**src/rtl/pc_stack_unit.sv**
```systemverilog
// Program counter with a hardware return-address stack for nested interrupts.
// Optional build macro PC_STACK_FAULT_VECTOR_EN redirects overflow/underflow to FAULT_VEC.
module pc_stack_unit #(
  parameter int unsigned    AW        = 16,
  parameter int unsigned    DEPTH     = 4,
  parameter logic [AW-1:0]  RESET_VEC = '0,
  parameter int unsigned    STEP      = 1,
  parameter logic [AW-1:0]  FAULT_VEC = AW'('hFFF0)
) (
  input  logic                       clk,
  input  logic                       n_rst,
  input  logic                       i_set_enable,
  input  logic [AW-1:0]              i_set_address,
  input  logic                       i_irq_enable,
  input  logic [AW-1:0]              i_irq_address,
  input  logic                       i_ret_enable,
  input  logic                       i_lock,
  input  logic                       i_address_en,
  output logic [AW-1:0]              o_address,
  output logic [$clog2(DEPTH+1)-1:0] o_depth,
  output logic                       o_full,
  output logic                       o_empty,
  output logic                       o_fault
);

  localparam int unsigned DW = $clog2(DEPTH + 1);
  localparam int unsigned IW = (DEPTH > 1) ? $clog2(DEPTH) : 1;

`ifdef PC_STACK_FAULT_VECTOR_EN
  localparam bit FAULT_REDIRECT = 1'b1;
`else
  localparam bit FAULT_REDIRECT = 1'b0;
`endif

  logic [AW-1:0] pc_q, pc_d;
  logic [DW-1:0] depth_q, depth_d;
  logic          fault_q, fault_d;
  logic [AW-1:0] stack_q [DEPTH];

  logic          full, empty;
  logic          push, pop, bad_req;
  logic [IW-1:0] wr_idx, rd_idx;

  assign full    = (depth_q == DW'(DEPTH));
  assign empty   = (depth_q == '0);
  // An irq always shadows a simultaneous ret, even when the irq itself overflows.
  assign push    = i_irq_enable && !full;
  assign pop     = i_ret_enable && !i_irq_enable && !empty;
  assign bad_req = (i_irq_enable && full) || (i_ret_enable && !i_irq_enable && empty);
  assign wr_idx  = depth_q[IW-1:0];
  assign rd_idx  = IW'(depth_q - DW'(1));

  always_comb begin
    // NOTE: every output of this block gets a default first so no path infers a latch.
    pc_d    = pc_q;
    depth_d = depth_q;
    fault_d = fault_q | bad_req;
    if (push) begin
      pc_d    = i_irq_address;
      depth_d = depth_q + DW'(1);
    end else if (pop) begin
      pc_d    = stack_q[rd_idx];
      depth_d = depth_q - DW'(1);
    end else if (FAULT_REDIRECT && bad_req) begin
      pc_d = FAULT_VEC;
    end else if (i_set_enable) begin
      pc_d = i_set_address;
    end else if (!i_lock) begin
      pc_d = pc_q + AW'(STEP);
    end
  end

  // NOTE: sequential state uses non-blocking assignments so all registers update together.
  always_ff @(posedge clk or negedge n_rst) begin
    if (!n_rst) begin
      pc_q    <= RESET_VEC;
      depth_q <= '0;
      fault_q <= 1'b0;
    end else begin
      pc_q    <= pc_d;
      depth_q <= depth_d;
      fault_q <= fault_d;
    end
  end

  // NOTE: stack storage has no reset; entries are only read below depth_q, which reset clears.
  always_ff @(posedge clk) begin
    if (push) begin
      stack_q[wr_idx] <= pc_q;
    end
  end

  assign o_address = i_address_en ? pc_q : '0;
  assign o_depth   = depth_q;
  assign o_full    = full;
  assign o_empty   = empty;
  assign o_fault   = fault_q;

endmodule

```
**config.mk**
```make
export PLATFORM = sky130hd
export DESIGN_NAME = pc_stack_unit
export DESIGN_NICKNAME = d
export VERILOG_FILES = /design/src/rtl/pc_stack_unit.sv
export SDC_FILE = /design/constraint.sdc
export NUM_CORES = 1
export LEC_CHECK = 0
export ABC_AREA = 1
export BUFFER_PORTS_ARGS = -buffer_cell sky130_fd_sc_hd__buf_4
export CORE_MARGIN = 2
export CORE_UTILIZATION = 50
export DETAILED_ROUTE_END_ITERATION = 8
export GPL_TIMING_DRIVEN = 0
export PLACE_DENSITY = 0.71
export SKIP_CTS_REPAIR_TIMING = 1
export SYNTH_ARGS = -nofsm -noshare
export SYNTH_HDL_FRONTEND = slang
export SYNTH_SLANG_ARGS = --single-unit
```
**constraint.sdc**
```tcl
create_clock -name clk -period 3.95 [get_ports clk]
set_clock_uncertainty 0.1 [all_clocks]
set_input_delay 0.5925 -clock clk [delete_from_list [all_inputs] [get_ports clk]]
set_output_delay 0.5925 -clock clk [all_outputs]
set_load 0.01 [all_outputs]
```
**Word-level counts from Yosys, hierarchy flattened**

Memory sizes are Yosys's and may differ from the RTL's.
Index checks and enable logic that the tools add are counted.

- Bits in registers: 20
- Memory bits (read-only): 0
- Output and inout bits: 22
- Bits in writable memories: 64
- Bits in latches: 0
- Memories: 1
- Bits of input ports: 39

Memories:

| name | words | width | read ports | clocked after Yosys merged registers in | wr ports | RTL line | RTL |
|---|---|---|---|---|---|---|---|
| stack_q | 4 | 16 | 1 | 0 | 1 | 38 | `logic [AW-1:0] stack_q [DEPTH];` |

- Bitwise gates (word level): 1
- $add $sub $neg: 3
- Eq/ne operators: 2
- $mul: 0
- Reduce and logical (&&, ||, !) cells: 11
- Multiplexer cells: 9
- $lt $le $gt $ge: 0
- Divide/modulo/power cells: 0
- Shift-type cells: 0

Operators with widths:

| kind | count |
|---|---|
| two-way mux 16 bit | 5 |
| adder 16 x 1 -> 16 bit, second input constant | 1 |
| two-way mux 3 bit | 2 |
| logical AND 1 bit | 5 |
| != test 4 x 2 -> 1 bit, second input constant | 1 |
| adder 3 x 1 -> 3 bit, second input constant | 1 |
| == test 3 bit, second input constant | 1 |
| zero test 1 bit | 3 |
| zero test 3 bit | 1 |
| subtractor 3 x 1 -> 3 bit, second input constant | 1 |
| two-way mux 1 bit | 2 |
| nonzero test 2 bit | 1 |
| logical OR 1 bit | 1 |
| bitwise OR 1 bit | 1 |

**Depth between registers and ports, before layout**

- Depth after elaboration: 5
- Gate-level depth with buffers: 13
- Depth with buffers taken out: 11

**Worst setup path before layout**

OpenSTA, ideal clock, no wires.

- Path kind: register to register
- Start point: register depth_q[0] (netlist: o_depth[0])
- End point: memory stack_q[1][0], enable pin
- Period minus slack after synthesis: 2.673 ns
- Stages on the path, launching flop included: 10
- Data required time: 3.461 ns
- Setup slack: 1.277 ns
- Arrival time: 2.184 ns
- Cells stage by stage: dfrtp_1 > buf_2 > inv_2 > buf_2 > ha_1 > nand2_1 > nand2_2 > buf_4 > buf_6 > nor2_1

- Longest elaborated chain between the ends: 5

RTL lines:

| what | RTL line | RTL |
|---|---|---|
| from (decl) | 36 | `logic [DW-1:0] depth_q, depth_d;` |
| from (signal assigned) | 81 | `depth_q <= depth_d;` |
| == test 3 bit | 44 | `assign full = (depth_q == DW'(DEPTH));` |
| zero test 1 bit | 47 | `assign push = i_irq_enable && !full;` |
| logical AND 1 bit | 47 |  |
| two-way mux 1 bit | 88 | `if (push) begin` |
| two-way mux 1 bit (not written as such) | 89 | `stack_q[wr_idx] <= pc_q;` |
| to (decl) | 38 |  |

Parallel ways exist; a longest one is shown, timed or not.

**Worst setup path in the final report**

- Start point: register depth_q[0] (netlist: o_depth[0])
- End point: register pc_q[0]

- Longest elaborated chain between the ends: 5
- Elaborated cells between the ends (all ways): 11
- Classes of those cells: add/sub: 1; eq/ne: 2; mux: 2; reduce/logical: 5; memory: 1

RTL lines:

| what | RTL line | RTL |
|---|---|---|
| parallel branches: the longest is 5 deep, another holds memory (4 x 16 bit) | -- |  |
| to (signal assigned) | 80 | `pc_q <= pc_d;` |
| to (decl) | 35 | `logic [AW-1:0] pc_q, pc_d;` |

Parallel ways; which one is timed is not known.
A chain may end at the register's enable or synchronous reset.

==> flow_metrics.py <==
metrics = {
    "final_layout": {
        "num-nets-final": 615,
        "fillerInstances": 776,
        "areaGrowthSynthToFinish_pct": 20.3,
        "mostFrequentLayoutCell": "nand2_1",
        "multi_input_area_um2": 1580,
        "area.sequential_um2": 2420,
        "drive_gt1_share_pct": 20.2,
        "diodes": 0,
        "final_cell_mix": "nand2_1 (146), edfxtp_1 (64), buf_4 (62)",
    },
    "hold_path": {
        "hold_class": "primary input to asynchronous set/reset pin",
    },
    "detailed_routing": {
        "wl_per_cell_um": 18.2,
        "drc_errors": 0,
        "first_iter_violations": 327,
        "wirelength_um": 12400,
        "ant_nets": 0,
        "vias_per_cell": 5.51,
        "firstDrtPassIters": 6,
        "num_vias": 3764,
    },
    "global_route": {
        "grt_overflow": 0,
        "grt_pass1_wl_um": 19500,
        "grt.total_usage_pct": 27.2,
        "grt_pass1_vias": 3710,
        "grt_antenna_before_repair": 0,
        "grt_max_degree": 21,
    },
    "logic_synthesis": {
        "netlist_area_um2": 4350,
        "synthTopCellsByArea": "edfxtp_1 (44%), nand2_1 (13%), dfrtp_1 (11%)",
        "synth-seq-cells": 84,
        "synth_nets": 542,
        "synth_ff_type": "edfxtp_1",
        "yosys_warnings": 0,
        "synth-async-reset-ratio_pct": 23.8,
        "syn-mean-instance-area_um2": 8.76,
        "ys_seq_area_share_pct": 55.6,
        "synth.distinct_cells": 32,
        "synth-edff-count": 64,
        "synth_cells": 497,
        "synth_top_cell_by_area": "edfxtp_1",
        "synth_top_cell_area_share_pct": 44.1,
    },
    "die": {
        "core_um2": 8590,
        "die_area_um2": 9470,
        "fp-row-count": 34,
        "chipHeight_um": 97.3,
        "fp.dieW_um": 97.3,
        "ios": 61,
        "initial_core_util_pct": 50.7,
    },
    "setup_path": {
        "cp.required_ns": 4.16,
        "path_class": "flop to flop",
        "cp-start-kind": "flop",
        "reg2reg_from": "o_depth[0]$_DFFE_PN0P_",
        "cp-startpoint": "o_depth[0]$_DFFE_PN0P_",
        "cp_data_arrival_time_ns": 3.06,
        "cp-end-kind": "flop",
        "cp_max_fo": 12,
    },
    "clock_network": {
        "cts_buffers": 9,
        "cts_max_path_buffers": 2,
        "insertion_delay_ns": 0.36,
        "cts_tree": "built",
        "htree_num_levels": 3,
        "clkSlewWorstSetupHoldPaths_ns": 0.09,
        "root_buffer": "clkbuf_8",
        "clock-sinks": 84,
    },
    "power": {
        "leakage_nw": 2.38,
        "power.density_nw_per_um2": 732,
        "peakVddDrop_mv": 0.406,
    },
    "timing": {
        "rsz0062_at_grt": "false",
        "setup-tns-final_ns": 0,
        "fmax_mhz": 351,
        "finalWorstSetupSlack_ns": 1.10,
        "finalCriticalPeriod_ns": 2.85,
        "drv_slew": 0,
        "finalSetupViolCount": 0,
        "relSlewSlack_pct": 62.7,
        "worstMarginPinSlew_ns": 0.560,
        "hold_viol": 0,
        "min_period_over_period_pct": 72.2,
    },
    "placed_design": {
        "hpwl_um": 8400,
        "io_buffers": 58,
        "place_congestion": 0.950,
        "dpl_worst_slack_ns": 1.17,
    },
    "outcome": {
        "status": "complete, no violations",
    },
    "flow_run": {
        "max-cap-violations": 0,
    },
}
-- Yosys cell counts (2+ instances only) --
cell type	number
dfrtp_1	20
buf_2	10
or2_2	4
nand2_2	2
a21oi_1	8
xor2_1	3
inv_2	4
o21ai_0	35
edfxtp_1	64
o221ai_1	3
nor3_1	4
buf_4	4
inv_1	52
clkbuf_1	2
nor2_1	59
nand2_1	146
xnor2_1	2
o22ai_1	2
o21ai_1	3
nand3_1	35
nor2_2	4
o211ai_1	6
nand4_1	6
nand3b_1	2
buf_6	5
ha_1	6
-- routing by layer --
metal / vias to the layer above / global-route usage (%) / wire length [µm]
li1: 1769 / - / -
met1: 1738 / 38.5 / 5230
met2: 223 / 41.6 / 5650
met3: 34 / 4.68 / 1170
met4: 0 / 12.0 / 378
met5: - / 0 / 0
-- flip-flops by register name (all words and copies together), names as in the netlist --
register / count
o_fault: 1
pc_q: 16
stack_q: 64
o_depth: 3
-- worst max-delay path, cell delays in order, from the launching register on --
cell and delay [ns]:
dfrtp_1 0.43, buf_2 0.18, inv_2 0.15, buf_2 0.29, ha_1 0.43, inv_2 0.24
buf_2 0.30, o21ai_0 0.13, o21ai_0 0.25, nand2_1 0.08, nand3_1 0.08, nand3_1 0.07
nand2_1 0.06
-- cell families after synthesis --
family          after synthesis  synth area share [%]
fa+ha+maj                     6                  1.72
flops                        84                  55.6
buf+inv                      78                  8.28
compound gates               61                  8.28
xor+xnor                      5                  1.01
simple gates                263                  25.1
-- power breakdown --
group	internal, mW	switching [mW]
Clock	0.421	0.308
Combinational	0.546	1.01
Sequential	1.29	0.260
-- metrics by stage --
step	cells	hold slack, ns	total power [mW]	utilization (%)	cell area (µm²)
2_1_floorplan	497	0.197	2.44	-	4350
3_3_place_gp	663	0.374	2.98	57.3	4920
3_5_place_dp	667	0.389	3.07	58.2	5000
4_1_cts	683	0.0293	3.79	60.9	5240
5_1_grt	683	0.0309	4.06	60.9	5240
6_report	683	0.0234	3.84	60.9	5240
-- cell type report --
cell class,count,area share (%)
well taps,108,2.58
flip-flops and latches,84,46.3
clock inverters,4,1.86
repair buffers,62,9.63
plain buffers,21,2.75
inverters,57,4.13
clock buffers,12,2.58
multi-input cells,335,30.2
-- path summary, 6_finish.rpt --
path,end,slack (ns),cells after the start
setup / recovery,pc_q[0]$_DFFE_PN0P_,1.10,12
hold / removal,pc_q[4]$_DFFE_PN0P_,0.02,1
setup reg to reg,pc_q[0]$_DFFE_PN0P_,1.10,12
hold reg to reg,o_fault$_DFF_PN0_,0.41,1
max in group asynchronous,pc_q[10]$_DFFE_PN0P_,3.46,1
min in group clk,pc_q[4]$_DFFE_PN0P_,0.33,3
Power figures use the tool's default switching activity.
